===== config.mk =====
export PLATFORM = sky130hd
export DESIGN_NAME = serial_add_driver_flat
export DESIGN_NICKNAME = d
export VERILOG_FILES = /design/src/rtl/serial_add_driver_if.sv /design/src/rtl/serial_add_driver.sv /design/src/flat_wrapper.sv
export SDC_FILE = /design/constraint.sdc
export NUM_CORES = 1
export LEC_CHECK = 0
export BUFFER_PORTS_ARGS = -buffer_cell sky130_fd_sc_hd__buf_2
export CELL_PAD_IN_SITES_DETAIL_PLACEMENT = 1
export CELL_PAD_IN_SITES_GLOBAL_PLACEMENT = 1
export CORE_MARGIN = 2
export CORE_UTILIZATION = 40
export DETAILED_ROUTE_END_ITERATION = 8
export PLACE_DENSITY_LB_ADDON = 0.1
export SYNTH_ARGS = -nofsm -noshare
export SYNTH_HDL_FRONTEND = slang
export SYNTH_SLANG_ARGS = --single-unit
export TNS_END_PERCENT = 5

===== constraint.sdc =====
create_clock -name clk -period 2.33 [get_ports clk]
set_clock_uncertainty 0.2 [all_clocks]
set_input_delay 0.5825 -clock clk [delete_from_list [all_inputs] [get_ports clk]]
set_output_delay 0.5825 -clock clk [all_outputs]
set_load 0.01 [all_outputs]

===== src/rtl/serial_add_driver_if.sv =====
// Parallel-side handshake bundle for serial_add_driver.
// Optional feature macro: SERIAL_ADD_SUB_EN adds the 'sub' operand-mode bit.
interface serial_add_driver_if #(
  parameter int WIDTH = 8
);
  logic             start;
  logic [WIDTH-1:0] a;
  logic [WIDTH-1:0] b;
`ifdef SERIAL_ADD_SUB_EN
  logic             sub;
`endif
  logic             ready;
  logic [WIDTH:0]   sum;
  logic             done;

`ifdef SERIAL_ADD_SUB_EN
  modport master (output start, a, b, sub, input ready, sum, done);
  modport slave  (input start, a, b, sub, output ready, sum, done);
`else
  modport master (output start, a, b, input ready, sum, done);
  modport slave  (input start, a, b, output ready, sum, done);
`endif
endinterface


===== src/rtl/serial_add_driver.sv =====
// serial_add_driver: feeds two operands LSB-first into a bit-serial adder
// cell and reassembles the WIDTH+1-bit result.
// Optional feature macro: SERIAL_ADD_SUB_EN (subtract mode via bus.sub).
//
// state | meaning
// IDLE  | ready for operands
// CLR   | clearing the adder carry flop, x=y=0
// SHIFT | streaming a_sh[0]/b_sh[0], collecting s (WIDTH+1 cycles)
// DONE  | sum valid, one-cycle done pulse
module serial_add_driver #(
  parameter int WIDTH = 8
) (
  input  logic                 clk,
  input  logic                 reset,
  serial_add_driver_if.slave   bus,
  output logic                 x,
  output logic                 y,
  output logic                 add_clr,
  input  logic                 s
);

  localparam int CW = $clog2(WIDTH + 1);

  localparam logic [1:0] IDLE  = 2'd0;
  localparam logic [1:0] CLR   = 2'd1;
  localparam logic [1:0] SHIFT = 2'd2;
  localparam logic [1:0] DONE  = 2'd3;

  localparam logic [CW-1:0] LAST_CNT = CW'(WIDTH);

  logic [1:0]       state;
  logic [CW-1:0]    cnt;
  logic [WIDTH:0]   a_sh;
  logic [WIDTH:0]   b_sh;
  logic [WIDTH-1:0] res;
  logic [WIDTH:0]   sum_r;
  logic [WIDTH:0]   b_load;

  // Operand B as latched at accept; two's-complement negated in subtract mode.
  always_comb begin
    b_load = {1'b0, bus.b};
`ifdef SERIAL_ADD_SUB_EN
    if (bus.sub) begin
      b_load = ~{1'b0, bus.b} + 1'b1;
    end
`endif
  end

  // Sequencer, operand shifters, result collector and bit counter.
  always_ff @(posedge clk) begin
    if (reset) begin
      state <= IDLE;
      cnt   <= '0;
      a_sh  <= '0;
      b_sh  <= '0;
      res   <= '0;
      sum_r <= '0;
    end else begin
      case (state)
        IDLE: begin
          if (bus.start) begin
            a_sh  <= {1'b0, bus.a};
            b_sh  <= b_load;
            cnt   <= '0;
            state <= CLR;
          end
        end
        CLR: begin
          state <= SHIFT;
        end
        SHIFT: begin
          a_sh <= {1'b0, a_sh[WIDTH:1]};
          b_sh <= {1'b0, b_sh[WIDTH:1]};
          res  <= {s, res[WIDTH-1:1]};
          cnt  <= cnt + CW'(1);
          if (cnt == LAST_CNT) begin
            // Final s is the carry-out; res already holds bits 0..WIDTH-1.
            sum_r <= {s, res};
            state <= DONE;
          end
        end
        default: begin
          state <= IDLE;
        end
      endcase
    end
  end

  // State decodes; reset forces the idle-side values in the same cycle.
  always_comb begin
    bus.ready = (state == IDLE) && !reset;
    bus.done  = (state == DONE) && !reset;
    bus.sum   = sum_r;
    x         = (state == SHIFT) && !reset && a_sh[0];
    y         = (state == SHIFT) && !reset && b_sh[0];
    add_clr   = reset || (state == CLR);
  end

endmodule

===== src/flat_wrapper.sv =====
// flat-port wrapper written by rule: the top's interface ports become plain ports
module serial_add_driver_flat 
#(
  parameter int WIDTH = 8
)
  (clk, reset, x, y, add_clr, s, bus_start, bus_a, bus_b, bus_ready, bus_sum, bus_done);
  serial_add_driver_if #(.WIDTH(WIDTH)) bus_i ();
  input  logic clk;
  input  logic reset;
  output logic x;
  output logic y;
  output logic add_clr;
  input  logic s;
  input wire logic [$bits(bus_i.start)-1:0] bus_start;
  input wire logic [$bits(bus_i.a)-1:0] bus_a;
  input wire logic [$bits(bus_i.b)-1:0] bus_b;
  output wire logic [$bits(bus_i.ready)-1:0] bus_ready;
  output wire logic [$bits(bus_i.sum)-1:0] bus_sum;
  output wire logic [$bits(bus_i.done)-1:0] bus_done;
  assign bus_i.start = bus_start;
  assign bus_i.a = bus_a;
  assign bus_i.b = bus_b;
  assign bus_ready = bus_i.ready;
  assign bus_sum = bus_i.sum;
  assign bus_done = bus_i.done;
  serial_add_driver #(.WIDTH(WIDTH)) u_core (.clk(clk), .reset(reset), .bus(bus_i), .x(x), .y(y), .add_clr(add_clr), .s(s));
endmodule

==> results.txt, run 1 <==
Status = completed
Top-area cell type share of the netlist area = 43.09%
Placed Instances = 270
Initial antenna violation count = 0
First-pass GRT wire length = 7320 µm
Clk slew on worst S/H paths = 80 ps
Die height = 71.30 µm
Seq pwr share = 36.6%
Core Area = 0.004354 mm²
Pre-Repair DR Iteration Count = 4
Register area share after synthesis = 43.09%
CP delay by family, top = flip-flops
Chip width = 71.30 µm
WHS Endpoint = u_core.bus.sum[5]
Total GRT Usage = 17.98%
Syn Nets = 221
Share of layout cells above drive strength 1 = 23.01%
Ant. Diodes = 0
Layout Utilization = 49.31%
Fin cells = 278
Yosys top cell by area = dfxtp_1
FF-to-FF End = u_core.a_sh[4]
CTS tree = done
Pwr Density = 1195 mW/mm²
Worst r2r src = u_core.state[0]
Final setup violation count = 0
RSZ-0062 raised after global routing = no
Remaining DRCs = 0
F_max = 455.1 MHz
Critical path class = reg -> out
Mapped Cells = 194
#FFs+latches synth = 39
Total gr overflow = 0
Vias/cell = 5.320
Worst VDD drop = 0.4190 mV
CTS root buffer = clkbuf_8
Clock Sinks = 39
Async SR Flop Fraction = 0%
Clock Power Share = 25.8%
Routed via count = 1479
CP startpoint = u_core.state[1]
Worst path slowest cell = dfxtp_1
Drt first-iter violations = 53
Sw Share = 34.93%
CP peak stage delay = 430 ps
Fin. max-slew vios = 0
Crit-path cells = inv_1 > ha_1 > or2_2 > buf_2
Worst path arrival time = 1410 ps
Part of the cycle the worst path needs = 94.30%
Commonest cells in the netlist = 39 x dfxtp_1, 28 x a21oi_1, 23 x mux2i_1, 19 x nand2_1, 14 x a211oi_1
Storage cell area = 780.7 µm²
Area of the mapped netlist = 0.001812 mm²
Die Area = 0.005084 mm²
Avg Cell Area, Syn = 9.339 µm²
Worst-case clock buffer depth = 2
Worst-skew pair later-pin latency = 290 ps
Rows = 24
Hold Path Cell Cnt = 2
R2R Setup Slk = 320 ps
Slew headroom = 48.92%
CP Launch Type = flip-flop
Bufs and invs on worst path = 2
Hold_ws = 256.4 ps
Int Power = 1.670 mW
TritonCTS buffer count = 5
Worst Max-Slew Pin Slew = 766.2 ps
Final Cell Area = 0.002147 mm²
Wire per inst = 15.44 µm
Area grow syn2layout = 18.51%
DP HPWL = 3034 µm
Worst-path fanout max = 4
P_leak = 0.8322 nW
Hold Crit Class = reg -> reg
Vias in the first global route = 1507
Combinational share of power = 37.6%
Routed Antenna Nets = 0
Net Sw Power = 0.8965 mW
Setup TNS = 0 ps
Yosys cell types = 31
Area contributors post-synth = dfxtp_1 43%, mux2i_1 13%, a21oi_1 7.7%
Final wirelength = 4291 µm
Placer congestion estimate = 0.7524
Setup Buffers After CTS = 0
Placed Area = 0.002004 mm²
Synth warn = 0
Fill count = 526
Ys flop type = dfxtp_1
Max Cap Viol = 0
Nets = 252
Area of the multi-input gates = 939.7 µm²
Initial Utilization = 41.61%
Ports = 34
Final worst path period need = 2197 ps
Final hold violations = 0
H-tree levels = 2
Worst hold start = u_core.bus.sum[5]
Largest net degree at the start of global routing = 26
Crit. End Element = output pin
FF-to-FF path depth = 5
Most numerous cell in the Yosys netlist = dfxtp_1
Port bufs = 33
Post-synth EDFFs = 0
Required @ worst endpoint = 1550 ps
==> layer usage <==
metal  vias up  wire length, µm  GRT usage, %
li1        746                -             -
met1       704             1969         23.47
met4         0               34         4.403
met3         5              162         5.063
met5         -                0             0
met2        24             2124         29.53
==> cell usage in the layout (no fill, tap or decap), types with 4 or more instances in the layout <==
cell	synthesis	routed
nand4b_1	4	4
mux2i_1	23	23
dfxtp_1	39	39
clkbuf_8	0	5
a211oi_1	14	14
a21oi_1	28	28
nand2b_1	5	5
ha_1	7	6
o21ai_0	4	4
inv_1	5	5
nand2_1	19	19
nor2_1	9	9
nand3_1	4	4
buf_4	4	6
buf_2	5	33
==> worst register-to-register path, stage by stage (launching register included) <==
cell and delay, ps:
dfxtp_1 390, inv_1 130, ha_1 240, nand2b_1 550
a21oi_1 160, a211oi_1 260
==> per-stage QoR <==
step | power, mW | worst slack (ps)
4_1_cts | 2.568 | 34.59
3_5_place_dp | 1.899 | 229.5
5_1_grt | 2.745 | 46.65
6_report | 2.567 | 132.8
2_1_floorplan | 1.704 | 368.6
3_3_place_gp | 1.850 | 327.3
==> kinds of logic after synthesis <==
logic type                 Yosys count  synth area share [%]
and+or+nand+nor                     56                 17.20
buffers and inverters               20                 5.732
AOI/OAI and AO/OA                   49                 16.44
DFF                                 39                 43.09
muxes                               23                 12.71
adders and majority gates            7                 4.834
==> timing repair <==
action | in CTS | in global routing
hold buffers | 0 | 0
setup endpoints to repair | 0 | 2
hold endpoints to repair | 0 | 0
resized for setup | 0 | 1
==> sequential cells by signal (all words and copies together) (netlist names) <==
| register | count |
|---|---|
| u_core.state | 2 |
| u_core.a_sh | 8 |
| u_core.cnt | 4 |
| u_core.b_sh | 8 |
| u_core.res | 8 |
| u_core.bus.sum | 9 |
==> area by class of cell <==
class	count	area share (%)
inverters	5	0.8741
well taps	52	3.030
clock inverters	2	2.797
repair buffers	39	9.790
clock buffers	6	3.380
multi-input cells	135	43.76
flip-flops and latches	39	36.36
==> worst max-delay path by stage <==
stage                   endpoint  slack (ps)  cells past startpoint
2_1_floorplan                  x         370                      5
3_3_place_gp             add_clr         330                      3
3_5_place_dp   u_core.bus.sum[1]         230                      6
4_1_cts                        x          30                      4
5_1_grt                  add_clr          50                      4
6_report                 add_clr         130                      4
==> power groups by stage <==
stage	Sequential (mW)	Combinational [mW]	Clock [mW]
floorplan	0.917	0.787	0
global placement	0.936	0.914	0
detailed placement	0.947	0.952	0
CTS	0.935	0.959	0.675
global route	0.960	1.08	0.704
finish	0.939	0.965	0.662
(Power assumes the default switching activity.)
==> inputs of run 2 (changes only) <==
--- a/config.mk
+++ b/config.mk
@@ -8,8 +8,10 @@
 export BUFFER_PORTS_ARGS = -buffer_cell sky130_fd_sc_hd__buf_2
 export CELL_PAD_IN_SITES_DETAIL_PLACEMENT = 1
 export CELL_PAD_IN_SITES_GLOBAL_PLACEMENT = 1
+export CORE_ASPECT_RATIO = 0.75
 export CORE_MARGIN = 2
 export CORE_UTILIZATION = 40
+export CTS_CLUSTER_DIAMETER = 50
 export DETAILED_ROUTE_END_ITERATION = 8
 export PLACE_DENSITY_LB_ADDON = 0.1
 export SYNTH_ARGS = -nofsm -noshare
==> results.txt, run 2 (same netlist as run 1, synthesis figures left out) <==
Status = completed
Final wirelength = 4079 µm
Initial Utilization = 41.04%
Remaining DRCs = 0
Bufs and invs on worst path = 2
Core Area = 0.004414 mm²
Crit-path cells = inv_1 > ha_1 > or2_2 > buf_2
DR WL met2 = 1787 µm
RSZ-0062 raised after global routing = no
Area grow syn2layout = 17.68%
CTS root buffer = clkbuf_8
Pre-Repair DR Iteration Count = 6
Clock Power Share = 19.0%
Net Sw Power = 0.9015 mW
Final setup margin = 115.8 ps
Worst-skew pair later-pin latency = 280 ps
Worst-case clock buffer depth = 2
Met1 WL = 2147 µm
Worst path arrival time = 1430 ps
Ports = 34
Die height = 62.29 µm
Routed wl met3 = 132 µm
Initial antenna violation count = 0
CTS Hold Buffers Added = 0
Fin. max-slew vios = 0
Total gr overflow = 0
H-tree levels = 2
Commonest non-fill, non-tap cell in the layout = dfxtp_1
Chip width = 81.71 µm
Seq pwr share = 39.7%
Largest net degree at the start of global routing = 26
CP Launch Type = flip-flop
CP delay by family, top = flip-flops
Share of layout cells above drive strength 1 = 24.45%
Storage cell area = 780.7 µm²
Final setup violation count = 0
Final hold violations = 0
Final Cell Area = 0.002132 mm²
Worst VDD drop = 0.5230 mV
Ant. Diodes = 0
Hold Crit Class = reg -> reg
DP HPWL = 2892 µm
Worst path slowest cell = dfxtp_1
CP peak stage delay = 430 ps
Crit. End Element = output pin
First-pass GRT wire length = 6996 µm
Max FFs per register = 9
CTS tree = done
Critical path class = reg -> out
Int Power = 1.459 mW
Pwr Density = 1107 mW/mm²
Max Cap Viol = 0
Required @ worst endpoint = 1550 ps
Rows = 21
Most frequent cells in the layout = 39 x dfxtp_1, 33 x buf_2, 28 x a21oi_1
Fill count = 519
Vias in the first global route = 1470
Port bufs = 33
Drt first-iter violations = 69
Sw Share = 38.19%
Part of the cycle the worst path needs = 95.03%
Placed Instances = 276
Setup TNS = 0 ps
Pre-CTS setup slack = 225.4 ps
Clock Sinks = 39
Wire per inst = 14.26 µm
Top routing layer used = met4
P_leak = 0.8198 nW
Routed Antenna Nets = 0
Total GRT Usage = 17.36%
Final worst path period need = 2214 ps
Slew headroom = 68.62%
Nets = 255
Combinational share of power = 41.3%
Vias/cell = 5.199
Placed Area = 0.002018 mm²
Area of the multi-input gates = 939.7 µm²
Routed via count = 1487
Clk slew on worst S/H paths = 80 ps
Fin cells = 286
TritonCTS buffer count = 5
Placer congestion estimate = 0.7093
F_max = 451.6 MHz
Die Area = 0.005089 mm²
Worst-path fanout max = 4
Worst Max-Slew Pin Slew = 470.7 ps
==> run 2: changes by cell type in the layout (fill, tap and decap cells not counted) <==
| cell | delta |
|---|---|
| buf_4 | +3 |
| bufinv_16 | -2 |
| clkinvlp_4 | +2 |
| clkbuf_1 | -1 |
| clkinv_2 | +1 |
==> run 2: path summary, 6_finish.rpt <==
kind	from	endpoint	slack [ps]	depth (start not counted)
max reg2reg	u_core.state[0]	u_core.bus.sum[1]	410	6
min reg2reg	u_core.bus.sum[3]	u_core.bus.sum[3]	260	2
max	u_core.state[1]	add_clr	120	4
min	u_core.bus.sum[3]	u_core.bus.sum[3]	260	2
==> run 2: what timing repair did <==
action,CTS,global route
buffers inserted,0,2
gates resized for setup,0,1
setup endpoints to repair,0,5
==> run 2: stage by stage <==
stage / utilization [%] / hold WS, ps / power (mW)
finish: 48.30 / 256.4 / 2.360
global route: 48.30 / 287.5 / 2.550
CTS: 47.73 / 259.2 / 2.364
detailed placement: 45.72 / 248.2 / 1.915
global placement: 45.72 / 240.3 / 1.857
floorplan: - / 231.2 / 1.704
==> run 2: power groups by stage <==
stage	logic (mW)	registers, mW	clock network [mW]
2_1_floorplan	0.787	0.917	0
3_3_place_gp	0.922	0.935	0
3_5_place_dp	0.966	0.948	0
4_1_cts	0.970	0.935	0.459
5_1_grt	1.09	0.960	0.501
6_report	0.974	0.937	0.449
==> run 2: tightest hold or removal path, delay by kind of cell (launching register included) <==
family	cells	cell delay, ps
AO/OA/AOI/OAI	1	50
flip-flops	1	310
AND/OR/NAND/NOR	1	50
==> run 2: per-layer routing <==
| layer | vias to the layer above | global-route usage (%) |
|---|---|---|
| li1 | 748 | - |
| met4 | 0 | 3.333 |
| met1 | 718 | 25.23 |
| met5 | - | 0 |
| met2 | 19 | 26.13 |
| met3 | 2 | 4.360 |
==> run 2: final cells by class <==
type / instances / share of cell area [%]
multi-input cells: 135 / 44.07
flip-flops and latches: 39 / 36.62
inverters: 5 / 0.8803
repair buffers: 42 / 10.92
clock inverters: 3 / 0.9390
well taps: 57 / 3.345
clock buffers: 5 / 3.228
==> inputs of run 3 (changes only) <==
--- a/config.mk
+++ b/config.mk
@@ -5,12 +5,13 @@
 export SDC_FILE = /design/constraint.sdc
 export NUM_CORES = 1
 export LEC_CHECK = 0
+export ABC_CLOCK_PERIOD_IN_PS = 1800
 export BUFFER_PORTS_ARGS = -buffer_cell sky130_fd_sc_hd__buf_2
 export CELL_PAD_IN_SITES_DETAIL_PLACEMENT = 1
 export CELL_PAD_IN_SITES_GLOBAL_PLACEMENT = 1
 export CORE_ASPECT_RATIO = 0.75
 export CORE_MARGIN = 2
-export CORE_UTILIZATION = 40
+export CORE_UTILIZATION = 37
 export CTS_CLUSTER_DIAMETER = 50
 export DETAILED_ROUTE_END_ITERATION = 8
 export PLACE_DENSITY_LB_ADDON = 0.1
==> constraint.sdc (replaced) <==
create_clock -name clk -period 1.8 [get_ports clk]
set_clock_uncertainty 0.2 [all_clocks]
set_input_delay 0.45 -clock clk [delete_from_list [all_inputs] [get_ports clk]]
set_output_delay 0.45 -clock clk [all_outputs]
set_load 0.01 [all_outputs]
==> results.txt, run 3 (same netlist as run 1, synthesis figures left out) <==
Status = finished with violations
Failing checks = negative setup slack
F_max = 529.4 MHz
Largest net degree at the start of global routing = 31
H-tree levels = 2
Storage cell area = 785.8 µm²
Die height = 64.60 µm
Worst VDD drop = 0.7323 mV
Crit. End Element = output pin
Worst path arrival time = 1240 ps
P_leak = 0.8767 nW
Final setup violation count = 4
Clk slew on worst S/H paths = 80 ps
Die Area = 0.005478 mm²
Initial antenna violation count = 0
Final wirelength = 4527 µm
Port bufs = 33
Rows = 22
Placer congestion estimate = 0.7699
Ant. Diodes = 0
Chip width = 84.80 µm
Most frequent cells in the layout = 37 x dfxtp_1, 30 x buf_2, 28 x a21oi_1
Core Area = 0.004817 mm²
Worst r2r src = u_core.state[0]
Slew headroom = 78.39%
Wire per inst = 15.40 µm
Fin cells = 294
Max FFs per register = 9
Pre-Repair DR Iteration Count = 4
CP Launch Type = flip-flop
RSZ-0062 raised after global routing = yes
First-pass GRT wire length = 7527 µm
Drt first-iter violations = 36
Area of the multi-input gates = 988.4 µm²
Hold Crit Class = in -> reg
Ports = 34
CP startpoint = u_core.state[0]
Fill count = 567
Placed Instances = 283
Worst-path fanout max = 3
Nets = 260
CTS Hold Buffers Added = 0
Worst hold start = s
DP HPWL = 3066 µm
Final worst path period need = 1889 ps
Worst-skew pair later-pin latency = 290 ps
Area grow syn2layout = 26.52%
Required @ worst endpoint = 1150 ps
Commonest non-fill, non-tap cell in the layout = dfxtp_1
Vias in the first global route = 1573
Pre-CTS setup slack = -91.21 ps
Worst-case clock buffer depth = 2
Initial Utilization = 37.61%
CTS tree = done
Worst Max-Slew Pin Slew = 324.2 ps
Share of layout cells above drive strength 1 = 30.34%
Final setup margin = -88.84 ps
Clock Sinks = 39
Part of the cycle the worst path needs = 104.9%
Pwr Density = 1486 mW/mm²
Routed via count = 1557
Total gr overflow = 0
Total GRT Usage = 16.95%
TritonCTS buffer count = 5
Critical path class = reg -> out
Vias/cell = 5.296
Fin. max-slew vios = 0
Max Cap Viol = 0
Routed Antenna Nets = 0
CTS root buffer = clkbuf_8
Final hold violations = 0
Remaining DRCs = 0
## run 3: cell type report
class,instances,area share (%)
multi-input cells,135,43.12
flip-flops and latches,39,34.28
repair buffers,47,14.57
well taps,60,3.275
clock buffers,6,3.166
inverters,5,1.037
clock inverters,2,0.5459
## run 3: worst paths after layout
| kind | slack, ps | depth (start not counted) | to |
|---|---|---|---|
| setup reg to reg | 70 | 6 | u_core.cnt[3] |
| hold reg to reg | 250 | 2 | u_core.bus.sum[4] |
| setup / recovery | -90 | 4 | add_clr |
| hold / removal | 230 | 3 | u_core.bus.sum[8] |
## run 3: critical path, stage by stage, from the launching register on
cell     delay (ps)
dfxtp_2         350
buf_6           130
ha_4            140
or2_4           220
buf_6           120
## run 3: metrics by stage
stage | cell area [µm²] | total power, mW | TNS [ps] | util (%) | hold slack, ps
floorplan | 1814 | 2.211 | -30.66 | - | 231.2
global route | 2292 | 3.639 | -379.6 | 47.58 | 226.7
detailed placement | 2090 | 2.622 | -356.9 | 43.38 | 246.5
global placement | 2090 | 2.558 | 0 | 43.38 | 240.6
finish | 2292 | 3.406 | -219.5 | 47.58 | 229.6
CTS | 2242 | 3.342 | -299.8 | 46.55 | 217.2
## run 3: per-layer routing
metal,up-vias,GRT usage (%),wire (µm)
met5,-,0,0
met4,0,5.159,24
met1,767,23.60,2286
met2,28,26.28,2067
met3,2,3.822,149
li1,760,-,-
## run 3: report_power, final
part           switching (mW)  total (mW)  internal, mW
registers               0.145        1.24          1.09
logic                   0.811        1.58         0.771
clock network           0.318       0.589         0.271
total                    1.27        3.41          2.13
## run 3: timing repair
| item | CTS | global route |
|---|---|---|
| setup buffers | 3 | 0 |
| pin swaps | 5 | 2 |
| hold endpoints to repair | 0 | 0 |
| resized for setup | 13 | 10 |
| endpoints found under the setup margin | 23 | 15 |
